===== src/rtl/multicycle_controller_if.sv =====
// Control bundle between the multi-cycle RV32I controller and its datapath.
// The controller owns the master side: it reads instruction fields and status, and drives every select and enable.
interface multicycle_controller_if;
  logic [6:0] op;
  logic [2:0] funct3;
  logic       funct7b5;
  logic       Zero;
  logic       mem_ready;

  logic       PCWrite;
  logic       AdrSrc;
  logic       MemWrite;
  logic       IRWrite;
  logic       RegWrite;
  logic [1:0] ResultSrc;
  logic [1:0] ALUSrcA;
  logic [1:0] ALUSrcB;
  logic [1:0] ImmSrc;
  logic [2:0] ALUControl;
  logic       illegal;
  logic [3:0] state;

  modport master (
    input  op, funct3, funct7b5, Zero, mem_ready,
    output PCWrite, AdrSrc, MemWrite, IRWrite, RegWrite, ResultSrc,
           ALUSrcA, ALUSrcB, ImmSrc, ALUControl, illegal, state
  );

  modport slave (
    output op, funct3, funct7b5, Zero, mem_ready,
    input  PCWrite, AdrSrc, MemWrite, IRWrite, RegWrite, ResultSrc,
           ALUSrcA, ALUSrcB, ImmSrc, ALUControl, illegal, state
  );
endinterface


===== src/rtl/multicycle_controller.sv =====
// Multi-cycle RV32I control FSM and ALU decoder (lw, sw, R/I ALU, beq, jal).
// Moore outputs from the state register; PCWrite, ImmSrc and ALUControl also look at Zero and the instruction fields.
module multicycle_controller #(
  parameter bit USE_MEM_READY   = 1'b1,
  parameter bit TRAP_ON_ILLEGAL = 1'b1
) (
  input  logic                          clk,
  input  logic                          reset,
  multicycle_controller_if.master       bus
);

  typedef enum logic [3:0] {
    FETCH    = 4'd0,
    DECODE   = 4'd1,
    MEMADR   = 4'd2,
    MEMREAD  = 4'd3,
    MEMWB    = 4'd4,
    MEMWRITE = 4'd5,
    EXECUTER = 4'd6,
    EXECUTEI = 4'd7,
    ALUWB    = 4'd8,
    BEQ      = 4'd9,
    JAL      = 4'd10,
    ILLEGAL  = 4'd11
  } state_t;

  localparam logic [6:0] OP_LW  = 7'b0000011;
  localparam logic [6:0] OP_SW  = 7'b0100011;
  localparam logic [6:0] OP_R   = 7'b0110011;
  localparam logic [6:0] OP_I   = 7'b0010011;
  localparam logic [6:0] OP_BEQ = 7'b1100011;
  localparam logic [6:0] OP_JAL = 7'b1101111;

  state_t     state_q, state_d;
  logic       mem_ok;
  logic       pc_update, branch, mem_write, ir_write, reg_write, adr_src, illegal_st;
  logic [1:0] result_src, alu_src_a, alu_src_b, alu_op;
  state_t     bad_target;

  function automatic logic funct3_ok(input logic [2:0] f3);
    return (f3 == 3'b000) || (f3 == 3'b010) || (f3 == 3'b110) || (f3 == 3'b111);
  endfunction

  function automatic logic [2:0] alu_decode(input logic [1:0] aop, input logic [2:0] f3,
                                            input logic op5, input logic f7b5);
    logic [2:0] ctl;
    ctl = 3'b000;
    case (aop)
      2'b01: ctl = 3'b001;
      2'b10: begin
        case (f3)
          3'b000:  ctl = (op5 & f7b5) ? 3'b001 : 3'b000;
          3'b010:  ctl = 3'b101;
          3'b110:  ctl = 3'b011;
          3'b111:  ctl = 3'b010;
          default: ctl = 3'b000;
        endcase
      end
      default: ctl = 3'b000;
    endcase
    return ctl;
  endfunction

  assign mem_ok     = USE_MEM_READY ? bus.mem_ready : 1'b1;
  assign bad_target = TRAP_ON_ILLEGAL ? ILLEGAL : FETCH;

  always_ff @(posedge clk or negedge reset) begin
    if (!reset) state_q <= FETCH;
    else        state_q <= state_d;
  end

  always_comb begin
    state_d    = state_q;
    pc_update  = 1'b0;
    branch     = 1'b0;
    mem_write  = 1'b0;
    ir_write   = 1'b0;
    reg_write  = 1'b0;
    adr_src    = 1'b0;
    illegal_st = 1'b0;
    result_src = 2'b00;
    alu_src_a  = 2'b00;
    alu_src_b  = 2'b00;
    alu_op     = 2'b00;
    case (state_q)
      FETCH: begin
        alu_src_b  = 2'b10;
        result_src = 2'b10;
        if (mem_ok) begin
          ir_write  = 1'b1;
          pc_update = 1'b1;
          state_d   = DECODE;
        end
      end
      DECODE: begin
        alu_src_a = 2'b01;
        alu_src_b = 2'b01;
        // Unsupported funct3 on ALU ops is caught here so EXECUTE never sees it
        case (bus.op)
          OP_LW, OP_SW: state_d = MEMADR;
          OP_R:         state_d = funct3_ok(bus.funct3) ? EXECUTER : bad_target;
          OP_I:         state_d = funct3_ok(bus.funct3) ? EXECUTEI : bad_target;
          OP_BEQ:       state_d = BEQ;
          OP_JAL:       state_d = JAL;
          default:      state_d = bad_target;
        endcase
      end
      MEMADR: begin
        alu_src_a = 2'b10;
        alu_src_b = 2'b01;
        state_d   = bus.op[5] ? MEMWRITE : MEMREAD;
      end
      MEMREAD: begin
        adr_src = 1'b1;
        if (mem_ok) state_d = MEMWB;
      end
      MEMWB: begin
        result_src = 2'b01;
        reg_write  = 1'b1;
        state_d    = FETCH;
      end
      MEMWRITE: begin
        adr_src   = 1'b1;
        mem_write = 1'b1;
        if (mem_ok) state_d = FETCH;
      end
      EXECUTER: begin
        alu_src_a = 2'b10;
        alu_op    = 2'b10;
        state_d   = ALUWB;
      end
      EXECUTEI: begin
        alu_src_a = 2'b10;
        alu_src_b = 2'b01;
        alu_op    = 2'b10;
        state_d   = ALUWB;
      end
      ALUWB: begin
        reg_write = 1'b1;
        state_d   = FETCH;
      end
      BEQ: begin
        alu_src_a = 2'b10;
        alu_op    = 2'b01;
        branch    = 1'b1;
        state_d   = FETCH;
      end
      JAL: begin
        alu_src_a = 2'b01;
        alu_src_b = 2'b10;
        pc_update = 1'b1;
        state_d   = ALUWB;
      end
      ILLEGAL: begin
        illegal_st = 1'b1;
      end
      default: state_d = FETCH;
    endcase
  end

  // Write enables are gated by reset so nothing commits while it is held low
  assign bus.PCWrite    = reset & (pc_update | (branch & bus.Zero));
  assign bus.IRWrite    = reset & ir_write;
  assign bus.MemWrite   = reset & mem_write;
  assign bus.RegWrite   = reset & reg_write;
  assign bus.AdrSrc     = adr_src;
  assign bus.ResultSrc  = result_src;
  assign bus.ALUSrcA    = alu_src_a;
  assign bus.ALUSrcB    = alu_src_b;
  assign bus.illegal    = illegal_st;
  assign bus.state      = state_q;
  assign bus.ALUControl = alu_decode(alu_op, bus.funct3, bus.op[5], bus.funct7b5);
  assign bus.ImmSrc     = (bus.op == OP_SW)  ? 2'b01 :
                          (bus.op == OP_BEQ) ? 2'b10 :
                          (bus.op == OP_JAL) ? 2'b11 : 2'b00;

endmodule


===== src/flat_wrapper.sv =====
// flat-port wrapper written by rule: the top's interface ports become plain ports
module multicycle_controller_flat 
#(
  parameter bit USE_MEM_READY   = 1'b1,
  parameter bit TRAP_ON_ILLEGAL = 1'b1
)
  (clk, reset, bus_op, bus_funct3, bus_funct7b5, bus_Zero, bus_mem_ready, bus_PCWrite, bus_AdrSrc, bus_MemWrite, bus_IRWrite, bus_RegWrite, bus_ResultSrc, bus_ALUSrcA, bus_ALUSrcB, bus_ImmSrc, bus_ALUControl, bus_illegal, bus_state);
  multicycle_controller_if bus_i ();
  input  logic clk;
  input  logic reset;
  input wire logic [$bits(bus_i.op)-1:0] bus_op;
  input wire logic [$bits(bus_i.funct3)-1:0] bus_funct3;
  input wire logic [$bits(bus_i.funct7b5)-1:0] bus_funct7b5;
  input wire logic [$bits(bus_i.Zero)-1:0] bus_Zero;
  input wire logic [$bits(bus_i.mem_ready)-1:0] bus_mem_ready;
  output wire logic [$bits(bus_i.PCWrite)-1:0] bus_PCWrite;
  output wire logic [$bits(bus_i.AdrSrc)-1:0] bus_AdrSrc;
  output wire logic [$bits(bus_i.MemWrite)-1:0] bus_MemWrite;
  output wire logic [$bits(bus_i.IRWrite)-1:0] bus_IRWrite;
  output wire logic [$bits(bus_i.RegWrite)-1:0] bus_RegWrite;
  output wire logic [$bits(bus_i.ResultSrc)-1:0] bus_ResultSrc;
  output wire logic [$bits(bus_i.ALUSrcA)-1:0] bus_ALUSrcA;
  output wire logic [$bits(bus_i.ALUSrcB)-1:0] bus_ALUSrcB;
  output wire logic [$bits(bus_i.ImmSrc)-1:0] bus_ImmSrc;
  output wire logic [$bits(bus_i.ALUControl)-1:0] bus_ALUControl;
  output wire logic [$bits(bus_i.illegal)-1:0] bus_illegal;
  output wire logic [$bits(bus_i.state)-1:0] bus_state;
  assign bus_i.op = bus_op;
  assign bus_i.funct3 = bus_funct3;
  assign bus_i.funct7b5 = bus_funct7b5;
  assign bus_i.Zero = bus_Zero;
  assign bus_i.mem_ready = bus_mem_ready;
  assign bus_PCWrite = bus_i.PCWrite;
  assign bus_AdrSrc = bus_i.AdrSrc;
  assign bus_MemWrite = bus_i.MemWrite;
  assign bus_IRWrite = bus_i.IRWrite;
  assign bus_RegWrite = bus_i.RegWrite;
  assign bus_ResultSrc = bus_i.ResultSrc;
  assign bus_ALUSrcA = bus_i.ALUSrcA;
  assign bus_ALUSrcB = bus_i.ALUSrcB;
  assign bus_ImmSrc = bus_i.ImmSrc;
  assign bus_ALUControl = bus_i.ALUControl;
  assign bus_illegal = bus_i.illegal;
  assign bus_state = bus_i.state;
  multicycle_controller #(.USE_MEM_READY(USE_MEM_READY), .TRAP_ON_ILLEGAL(TRAP_ON_ILLEGAL)) u_core (.clk(clk), .reset(reset), .bus(bus_i));
endmodule

===== config.mk =====
export PLATFORM = sky130hd
export DESIGN_NAME = multicycle_controller_flat
export DESIGN_NICKNAME = d
export VERILOG_FILES = /design/src/rtl/multicycle_controller_if.sv /design/src/rtl/multicycle_controller.sv /design/src/flat_wrapper.sv
export SDC_FILE = /design/constraint.sdc
export NUM_CORES = 1
export LEC_CHECK = 0
export CAP_MARGIN = 20
export CELL_PAD_IN_SITES_DETAIL_PLACEMENT = 0
export CELL_PAD_IN_SITES_GLOBAL_PLACEMENT = 1
export CORE_AREA = 2 2 53 55
export CTS_CLUSTER_SIZE = 12
export DETAILED_ROUTE_END_ITERATION = 7
export DIE_AREA = 0 0 55 57
export PLACE_DENSITY = 0.93
export SLEW_MARGIN = 0
export SYNTH_ARGS = -nofsm -noshare
export SYNTH_HDL_FRONTEND = slang
export SYNTH_SLANG_ARGS = --single-unit

===== constraint.sdc =====
create_clock -name clk -period 3.9 [get_ports clk]
set_input_delay 0.78 -clock clk [delete_from_list [all_inputs] [get_ports clk]]
set_output_delay 0.78 -clock clk [all_outputs]
set_load 0.05 [all_outputs]

==> flow_metrics.py <==
metrics = {
    "run_status": {
        "status": "finished, final reports clean",
    },
    "drt": {
        "wl_per_cell_um": 11.07,
        "dr.pass1.iters": 4,
        "vias_per_cell": 4.939,
        "routed_wl_mm": 1.815,
        "drc": 0,
        "num_vias": 810,
        "drt-initial-drc-count": 8,
        "drtAntennaViolNets": 0,
    },
    "logic_synthesis": {
        "avgSynthCellArea_sq_um": 6.479,
        "synth_edf_count": 0,
        "synth_commonest_cells": "nor2_1 (15), a21oi_1 (9), nand2_1 (6), nor3_1 (6)",
        "synth_warnings": 0,
        "async_flop_share_pct": 100.0,
        "syn_area_sq_um": 654.4,
        "synth.most_common_cell": "nor2_1",
        "synth_top_cells_by_area": "dfrtp_1 (15%), nor2_1 (8.6%), a21oi_1 (6.9%)",
        "synth_top_area_share_pct": 15.30,
        "ys_seq_elements": 4,
        "yosys.cell_types.count": 35,
        "synthesis.nets": 118,
        "ys_seq_area_share_pct": 15.30,
        "synth_flop_cell": "dfrtp_1",
        "synth_top_area_cell": "dfrtp_1",
        "syn_inst": 101,
    },
    "timing": {
        "tightest_slew_ns": 0.5499,
        "rsz0062_at_grt": "false",
        "finalClockSkew_ns": 0.002371,
        "hold_viol": 0,
        "setup_tns_ns": 0,
        "finalCriticalPeriod_ns": 3.460,
        "report.final.setup_viol": 0,
        "max_freq_mhz": 289.0,
        "slew_headroom_pct": 63.34,
        "drv_slew": 0,
        "post-route-period-util_pct": 88.73,
    },
    "worst_setup_path": {
        "worst_path_most_repeated_cell": "clkdlybuf4s50_1",
        "worst_setup_path_end_kind": "primary output",
        "rrSetupSlack_ns": 2.36,
        "arrival_ns": 2.68,
        "cpMaxStageDelayCell": "clkdlybuf4s50_1",
        "cp-start-kind": "input pin",
        "required_ns": 3.12,
        "r2r_start": "u_core.bus.state[0]$_DFFE_PN0P_",
        "critPathCapture": "bus_ImmSrc[1]",
        "crit_type": "input pin to primary output",
        "rr_worst_depth": 4,
        "r2r_end": "u_core.bus.state[2]$_DFFE_PN0P_",
        "slowest_delay_ns": 0.81,
        "path_max_fanout": 4,
        "crit_path_cell_trace": "clkdlybuf4s50_1, nand4b_1, or2_2, a21oi_1, clkdlybuf4s50_1",
        "crit_start": "bus_op[4]",
    },
    "global_route": {
        "globalRouteTotalUtil_pct": 11.99,
        "grt_first_pass_wirelength_mm": 2.884,
        "grt-ovfl-total": 0,
        "grt_start_max_net_pins": 21,
        "antenna_found_initial": 0,
        "grt_pass1_vias": 742,
    },
    "run": {
        "drv_cap": 0,
    },
    "layout": {
        "drive_above_1_share_pct": 6.015,
        "diodes": 0,
        "post_layout_nonfiller_instances": 164,
        "largest_reg_flops": 4,
        "fillers": 300,
        "multi_input_area_sq_um": 498.0,
        "regArea_sq_um": 100.1,
        "fin_nets": 152,
        "area_growth_pct": 56.79,
    },
    "hold_path": {
        "worstHoldPathType": "input pin to asynchronous set/reset pin",
    },
    "cts": {
        "clockBufferDepth": 2,
        "clock-sinks": 4,
        "clock_latency_ns": 0.23,
        "cts_hold_buffers": 0,
        "cts_buffers": 3,
        "htreeDepth": 1,
        "cts-root-buf": "clkbuf_4",
        "cts_tree": "yes",
        "post_cts_buffers": 0,
        "clk_pin_slew_ns": 0.04,
        "cts_resized": 0,
    },
    "placement": {
        "gp_congestion": 0.7657,
        "io_buffers": 35,
        "placed_cells": 161,
        "hpwl_mm": 1.432,
    },
    "power_and_ir_drop": {
        "powerDensity_mw_per_mm2": 872.4,
        "irDropWorstVdd_mv": 0.4895,
        "p_leak_nw": 0.4001,
    },
    "die": {
        "die_w_um": 55,
        "fp.dieArea_sq_mm": 0.003135,
        "io_pins": 36,
        "start_util_pct": 25.02,
        "placeableCoreArea_sq_mm": 0.002615,
        "row_count": 19,
        "fp.dieH_um": 57,
    },
}
-- per-stage QoR --
stage / setup WS (ns) / instance area, sq um / hold WS [ns] / utilization, % / total power [W]
floorplan: 0.06465 / 654.4 / 0.4844 / - / 0.0006564
global placement: 0.4478 / 1003 / 0.8123 / 38.37 / 0.0008351
detailed placement: 0.4187 / 1003 / 0.8175 / 38.37 / 0.0008471
CTS: 0.4187 / 1026 / 0.8114 / 39.23 / 0.0009007
global route: 0.3194 / 1026 / 0.8145 / 39.23 / 0.0009605
finish: 0.4397 / 1026 / 0.8082 / 39.23 / 0.0008951
-- layout make-up --
| type | count | area share, % |
|---|---|---|
| Clock buffer | 3 | 2.195 |
| Sequential cell | 4 | 9.756 |
| Multi-Input combinational cell | 86 | 48.54 |
| Timing Repair Buffer | 35 | 33.90 |
| Inverter | 5 | 1.829 |
| Tap cell | 31 | 3.781 |
-- placed cells by master, fill, tap and decap left out, drive strengths merged, types with 2 or more instances in the layout --
cell type      count
clkdlybuf4s50     34
nor2              15
a21oi              9
nand2              6
nor3               6
inv                5
nor2b              5
and3               5
nand2b             4
nand3              4
dfrtp              4
o21ai              4
or3                3
or2                3
clkbuf             3
and2               2
a31oi              2
o211ai             2
o22ai              2
ha                 2
nor3b              2
-- metal layers --
metal / wire length, um / up-vias / global-route usage (%)
li1: - / 422 / -
met1: 818 / 364 / 13.31
met2: 881 / 24 / 22.62
met3: 115 / 0 / 1.047
met4: 0 / 0 / 4.181
met5: 0 / - / 0
-- worst max-delay path: cells and delay by family --
family / cells / cell delay [ns]
simple gates: 2 / 0.52
compound gates: 1 / 0.12
buf+inv: 2 / 1.26
-- kinds of logic after synthesis --
family	share of synthesized area (%)
flip-flops	15.30
buffers and inverters	8.604
adder cells (fa/ha/maj)	3.823
AND/OR/NAND/NOR	49.71
XOR/XNOR	2.677
AO/OA/AOI/OAI	19.88
-- where the power goes --
group / internal (W) / switching, W / leakage [nW]
Combinational: 0.000257 / 0.000433 / 0.336
Sequential: 0.0000614 / 0.0000926 / 0.0505
Clock: 0.0000344 / 0.0000163 / 0.0138
-- worst min path at each step --
stage,from,to,slack (ns),depth (start not counted)
after floorplan,reset,u_core.bus.state[0]$_DFFE_PN0P_,0.48,0
after global placement,u_core.bus.state[1]$_DFFE_PN0P_,u_core.bus.state[3]$_DFFE_PN0P_,0.81,2
after detailed placement,u_core.bus.state[1]$_DFFE_PN0P_,u_core.bus.state[3]$_DFFE_PN0P_,0.82,2
after CTS,reset,u_core.bus.state[0]$_DFFE_PN0P_,0.81,1
after global routing,reset,u_core.bus.state[0]$_DFFE_PN0P_,0.81,1
final,reset,u_core.bus.state[0]$_DFFE_PN0P_,0.81,1
(Power assumes the default switching activity.)
